$ cat config.mk
export PLATFORM = sky130hd
export DESIGN_NAME = alu_issue
export DESIGN_NICKNAME = d
export VERILOG_FILES = /design/src/rtl/alu_issue.sv
export SDC_FILE = /design/constraint.sdc
export NUM_CORES = 2
export LEC_CHECK = 0
export CAP_MARGIN = 15
export CORE_MARGIN = 1.5
export CORE_UTILIZATION = 30
export DETAILED_ROUTE_END_ITERATION = 8
export PLACE_DENSITY = 0.48
export SLEW_MARGIN = 10
export SYNTH_ARGS = -nofsm -noshare
export SYNTH_HDL_FRONTEND = slang
export SYNTH_SLANG_ARGS = --single-unit
export TNS_END_PERCENT = 10
$ cat constraint.sdc
create_clock -name clk -period 2.5 [get_ports clk]
set_input_delay 0.25 -clock clk [delete_from_list [all_inputs] [get_ports clk]]
set_output_delay 0.25 -clock clk [all_outputs]
set_load 0.01 [all_outputs]
$ cat src/rtl/alu_issue.sv
// Single-issue RV32I OP/OP-IMM front end: owns the register file, feeds the
// external combinational ALU for one cycle and retires the result.
//
// state  | meaning
// IDLE   | waiting for an instruction, instr_ready high
// ISSUE  | latched word decoded onto the ALU buses; result sampled at the edge
// RETIRE | retire pulse with registered rd/value/illegal
module alu_issue #(
    parameter int DATA_WIDTH = 32,
    parameter int REG_COUNT  = 32
) (
    input  logic                  clk,
    input  logic                  rst,
    input  logic [31:0]           instr,
    input  logic                  instr_valid,
    output logic                  instr_ready,
    output logic [DATA_WIDTH-1:0] lhs,
    output logic                  lhs_valid,
    output logic [DATA_WIDTH-1:0] rhs,
    output logic                  rhs_valid,
    output logic [2:0]            operation,
    output logic                  operation_valid,
    output logic [6:0]            metadata,
    output logic                  metadata_valid,
    input  logic [DATA_WIDTH-1:0] result,
    input  logic                  result_valid,
    output logic                  retire_valid,
    output logic                  retire_illegal,
    output logic [4:0]            retire_rd,
    output logic [DATA_WIDTH-1:0] retire_value,
    input  logic [4:0]            dbg_addr,
    output logic [DATA_WIDTH-1:0] dbg_data
);

    typedef enum logic [1:0] {
        IDLE   = 2'd0,
        ISSUE  = 2'd1,
        RETIRE = 2'd2
    } state_t;

    localparam logic [6:0] OPC_OP     = 7'b0110011;
    localparam logic [6:0] OPC_OP_IMM = 7'b0010011;

    state_t                state;
    state_t                state_nxt;
    logic [31:0]           instr_q;
    logic [DATA_WIDTH-1:0] regs [REG_COUNT];

    logic [6:0]            opcode;
    logic [4:0]            rd;
    logic [2:0]            funct3;
    logic [4:0]            rs1;
    logic [4:0]            rs2;
    logic [6:0]            funct7;
    logic                  is_op;
    logic                  is_op_imm;
    logic                  is_shift;
    logic [DATA_WIDTH-1:0] rs1_val;
    logic [DATA_WIDTH-1:0] rs2_val;

    assign opcode    = instr_q[6:0];
    assign rd        = instr_q[11:7];
    assign funct3    = instr_q[14:12];
    assign rs1       = instr_q[19:15];
    assign rs2       = instr_q[24:20];
    assign funct7    = instr_q[31:25];
    assign is_op     = (opcode == OPC_OP);
    assign is_op_imm = (opcode == OPC_OP_IMM);
    assign is_shift  = (funct3 == 3'd1) || (funct3 == 3'd5);

    // x0 is never written, but reads are masked so it is zero by construction
    assign rs1_val  = (rs1 == 5'd0) ? '0 : regs[rs1];
    assign rs2_val  = (rs2 == 5'd0) ? '0 : regs[rs2];
    assign dbg_data = (dbg_addr == 5'd0) ? '0 : regs[dbg_addr];

    always_comb begin
        state_nxt       = state;
        instr_ready     = 1'b0;
        lhs             = '0;
        rhs             = '0;
        operation       = '0;
        metadata        = '0;
        lhs_valid       = 1'b0;
        rhs_valid       = 1'b0;
        operation_valid = 1'b0;
        metadata_valid  = 1'b0;
        retire_valid    = 1'b0;
        case (state)
            IDLE: begin
                instr_ready = 1'b1;
                if (instr_valid) begin
                    state_nxt = ISSUE;
                end
            end
            ISSUE: begin
                state_nxt = RETIRE;
                if (is_op || is_op_imm) begin
                    lhs             = rs1_val;
                    operation       = funct3;
                    lhs_valid       = 1'b1;
                    rhs_valid       = 1'b1;
                    operation_valid = 1'b1;
                    metadata_valid  = 1'b1;
                    if (is_op) begin
                        rhs      = is_shift ? {27'd0, rs2_val[4:0]} : rs2_val;
                        metadata = funct7;
                    end else if (is_shift) begin
                        rhs      = {27'd0, rs2};
                        metadata = funct7;
                    end else begin
                        rhs      = {{20{instr_q[31]}}, instr_q[31:20]};
                        metadata = 7'h00;
                    end
                end
            end
            RETIRE: begin
                retire_valid = 1'b1;
                state_nxt    = IDLE;
            end
            default: state_nxt = IDLE;
        endcase
    end

    always_ff @(posedge clk) begin
        if (rst) begin
            state          <= IDLE;
            instr_q        <= '0;
            retire_illegal <= 1'b0;
            retire_rd      <= '0;
            retire_value   <= '0;
            regs           <= '{default: '0};
        end else begin
            state <= state_nxt;
            if (state == IDLE && instr_valid) begin
                instr_q <= instr;
            end
            if (state == ISSUE) begin
                retire_rd <= rd;
                // an unknown opcode never commits, whatever the ALU claims
                if (result_valid && (is_op || is_op_imm)) begin
                    if (rd != 5'd0) begin
                        regs[rd] <= result;
                    end
                    retire_value   <= result;
                    retire_illegal <= 1'b0;
                end else begin
                    retire_value   <= '0;
                    retire_illegal <= 1'b1;
                end
            end
        end
    end

endmodule
==> impl_metrics.py <==
metrics = {
    "clock_network": {
        "clockBufferDepth": 3,
        "clock-sinks": 1096,
        "clock_latency_ns": 0.82,
        "cts_htree_levels": 4,
        "cts_inserted_buffers": 130,
        "root_buffer": "clkbuf_16",
        "clk_pin_slew_ns": 0.06,
        "cts_tree": "yes",
    },
    "synth": {
        "synth.distinct_cells": 50,
        "syn_nets": 6513,
        "synth_compound_area_share_pct": 10.5,
        "synth-xor-area-share_pct": 0,
        "synth-seq-area-share_pct": 35.2,
        "synth.mux.area_fraction_pct": 33.6,
        "synth_area_um2": 62300,
        "synth-async-reset-ratio_pct": 0,
        "yosys_warnings": 0,
        "synth_fa_ha_area_share_pct": 0,
        "synth_seq_cells": 1096,
        "synthSimpleGateAreaFrac_pct": 15.5,
        "synth_top_family_by_area": "multiplexers",
        "synth_edf_count": 0,
        "synthFlopType": "dfxtp_1",
        "synth_cells": 6440,
        "syn_avg_cell_area_um2": 9.68,
    },
    "cells_and_area": {
        "mostFrequentLayoutCell": "nand2_1",
        "finalNonFillerCells": 9877,
        "nets": 7146,
        "drive_above_1_share_pct": 36.7,
        "syn2layout_area_growth_pct": 34.1,
        "layout_common_cells": "nand2_1 (2079), a21oi_1 (1034), dfxtp_1 (953), mux4_2 (910), buf_4 (556)",
    },
    "critical_path": {
        "path_cells": "buf_8, buf_16, buf_16, buf_8, mux4_2, mux4_2, nand3_2, o21ai_1, buf_4, buf_6",
        "cp_num_buf_inv": 6,
        "crit_required_ns": 2.25,
        "path_max_fanout": 4,
        "critical_path_arrival_ns": 3.26,
        "cp-start-kind": "flip-flop",
        "slowest_delay_ns": 0.54,
        "end_kind": "output port",
        "crit_family": "multiplexers",
        "critPathKind": "reg2out",
        "cpMaxStageDelayCell": "mux4_2",
    },
    "grt": {
        "grt_pass1_wl_um": 430000,
        "grt_usage_pct": 28.5,
        "grt_pass1_vias": 56208,
        "grt_antenna_before_repair": 13,
        "grt_overflow": 0,
        "grt_max_degree": 103,
    },
    "timing": {
        "final-hold-violation-count": 0,
        "fin_ws_ns": -1.01,
        "final_max_slew_viol_count": 0,
        "post-route-min-period_ns": 3.51,
        "finalClockSkew_ns": 0.0298,
        "final.period_utilization_pct": 140,
        "slew_headroom_pct": 32.7,
        "rsz0062_at_grt": "yes",
        "setup_viol": 107,
        "setup_tns_ns": -66.02,
        "tightestPinTransition_ns": 1.01,
        "fmax_ghz": 0.285,
    },
    "floorplanning": {
        "core_area_um2": 207000,
        "io_pins": 223,
        "row_count": 167,
        "initial_core_util_pct": 30.1,
        "die_w_um": 459,
        "dieArea_um2": 211000,
        "die_y_um": 459,
    },
    "drt": {
        "vias": 58742,
        "drc": 0,
        "dr_wl_met2_um": 143000,
        "drt_iter0_drc": 7490,
        "wl_per_cell_um": 31.4,
        "firstDrtPassIters": 6,
        "wl_met3_um": 30700,
        "wirelength_um": 310000,
        "wl_met1_um": 116000,
        "viasPerCell": 5.95,
        "routed.top_layer": "met5",
        "ant_nets": 0,
    },
    "power_and_ir_drop": {
        "power_density_nw_per_um2": 507,
        "p_leak_uw": 0.0272,
        "ir_drop_uv": 667,
    },
    "placement": {
        "hpwl_um": 205000,
        "io_buffers": 222,
        "place_inst": 9448,
        "globalplace.congestion": 0.936,
    },
    "job": {
        "drv_cap": 0,
    },
    "worst_hold_path": {
        "hp-class": "in2reg",
    },
    "outcome": {
        "status": "complete, but fails checks",
        "violations": "negative setup slack",
    },
}
-- what timing repair did --
action                                 4_1_cts  5_1_grt
buffers inserted                            93      103
hold buffers                                20        0
gates cloned                                17       16
pin swaps                                   58       90
setup endpoints to repair                  215     1067
resized for setup                          830      469
endpoints found under the hold margin       48        0
-- logic make-up (layout without fill, tap and decap cells) --
logic type             Yosys count  after routing
AND/OR/NAND/NOR               2390           2390
AO/OA/AOI/OAI                 1228           1228
buffers and inverters          769           1500
multiplexers                   957            957
other                            0              2
flip-flops                    1096           1096
-- report_power, final --
| part | internal (uW) | total (uW) | switching, uW |
|---|---|---|---|
| registers | 17500 | 17600 | 57.9 |
| logic | 2090 | 4750 | 2660 |
| clock network | 11700 | 20100 | 8370 |
| total | 31300 | 42400 | 11100 |
-- stage by stage --
| stage | hold WS (ns) | utilization (%) | instance area (um2) | total power [uW] | worst slack (ns) |
|---|---|---|---|---|---|
| after CTS | 0.00217 | 39.3 | 81300 | 42200 | -1.18 |
| after global placement | 0.446 | 35.8 | 74000 | 21800 | -1.50 |
| after floorplan | 0.386 | - | 62300 | 20000 | 0.0926 |
| after global routing | 0.0439 | 40.4 | 83600 | 43400 | -1.04 |
| after detailed placement | 0.450 | 35.8 | 74000 | 21800 | -1.02 |
| final | 0.0399 | 40.4 | 83600 | 42400 | -1.01 |
-- worst paths after layout --
kind / slack [ns] / depth (start not counted) / start / endpoint
worst max-delay path: -1.01 / 10 / instr_q[15]$_SDFFE_PP0P_ / lhs[28]
worst min register to register: 0.46 / 2 / retire_rd[0]$_SDFFE_PP0P_ / retire_rd[0]$_SDFFE_PP0P_
worst min-delay path: 0.04 / 3 / instr[9] / instr_q[9]$_SDFFE_PP0P_
worst max register to register: 0.09 / 5 / state[1]$_SDFFE_PP0P_ / instr_q[20]$_SDFFE_PP0P_
-- cell usage after synthesis, drive strengths merged (3+ instances only) --
cell | instances | area, um2
nand2 | 2113 | 7930
dfxtp | 1096 | 21900
a21oi | 1036 | 5180
mux4 | 910 | 20500
clkbuf | 439 | 1650
buf | 260 | 1350
nor2 | 73 | 274
o21ai | 64 | 320
nor2b | 59 | 369
mux2i | 47 | 470
a22oi | 39 | 293
inv | 39 | 146
nand3 | 38 | 190
nand4 | 32 | 200
nor4 | 32 | 388
a2111oi | 31 | 272
clkinv | 31 | 116
o22ai | 15 | 93.8
a211oi | 14 | 105
and2 | 13 | 81.3
a32o | 9 | 90.1
nand2b | 5 | 31.3
nor3 | 5 | 25.0
a32oi | 4 | 35.0
o221ai | 4 | 35.0
or3 | 4 | 25.0
or3b | 3 | 26.3
-- final cells by class --
type,count,area [um2]
Fill cell,19712,123000
Multi-Input combinational cell,4575,39200
Sequential cell,1096,22100
Timing Repair Buffer,1200,14100
Clock buffer,190,3920
Tap cell,2704,3380
Clock inverter,40,492
Inverter,70,303
Antenna cell,2,5.00
-- flip-flops by register name, indices dropped and copies added (netlist names) --
name            count
retire_value       32
regs             1024
retire_rd           5
retire_illegal      1
state               2
instr_q            32
-- per-layer routing --
metal,vias up,GRT usage [%]
li1,24540,-
met1,29578,35.6
met2,3764,45.2
met3,854,6.32
met4,6,16.8
met5,-,0
-- tightest hold or removal path, stage by stage --
cell	delay [ns]
clkdlybuf4s50_1	0.43
nand2_1	0.08
a21oi_1	0.06
Power figures use the tool's default switching activity.
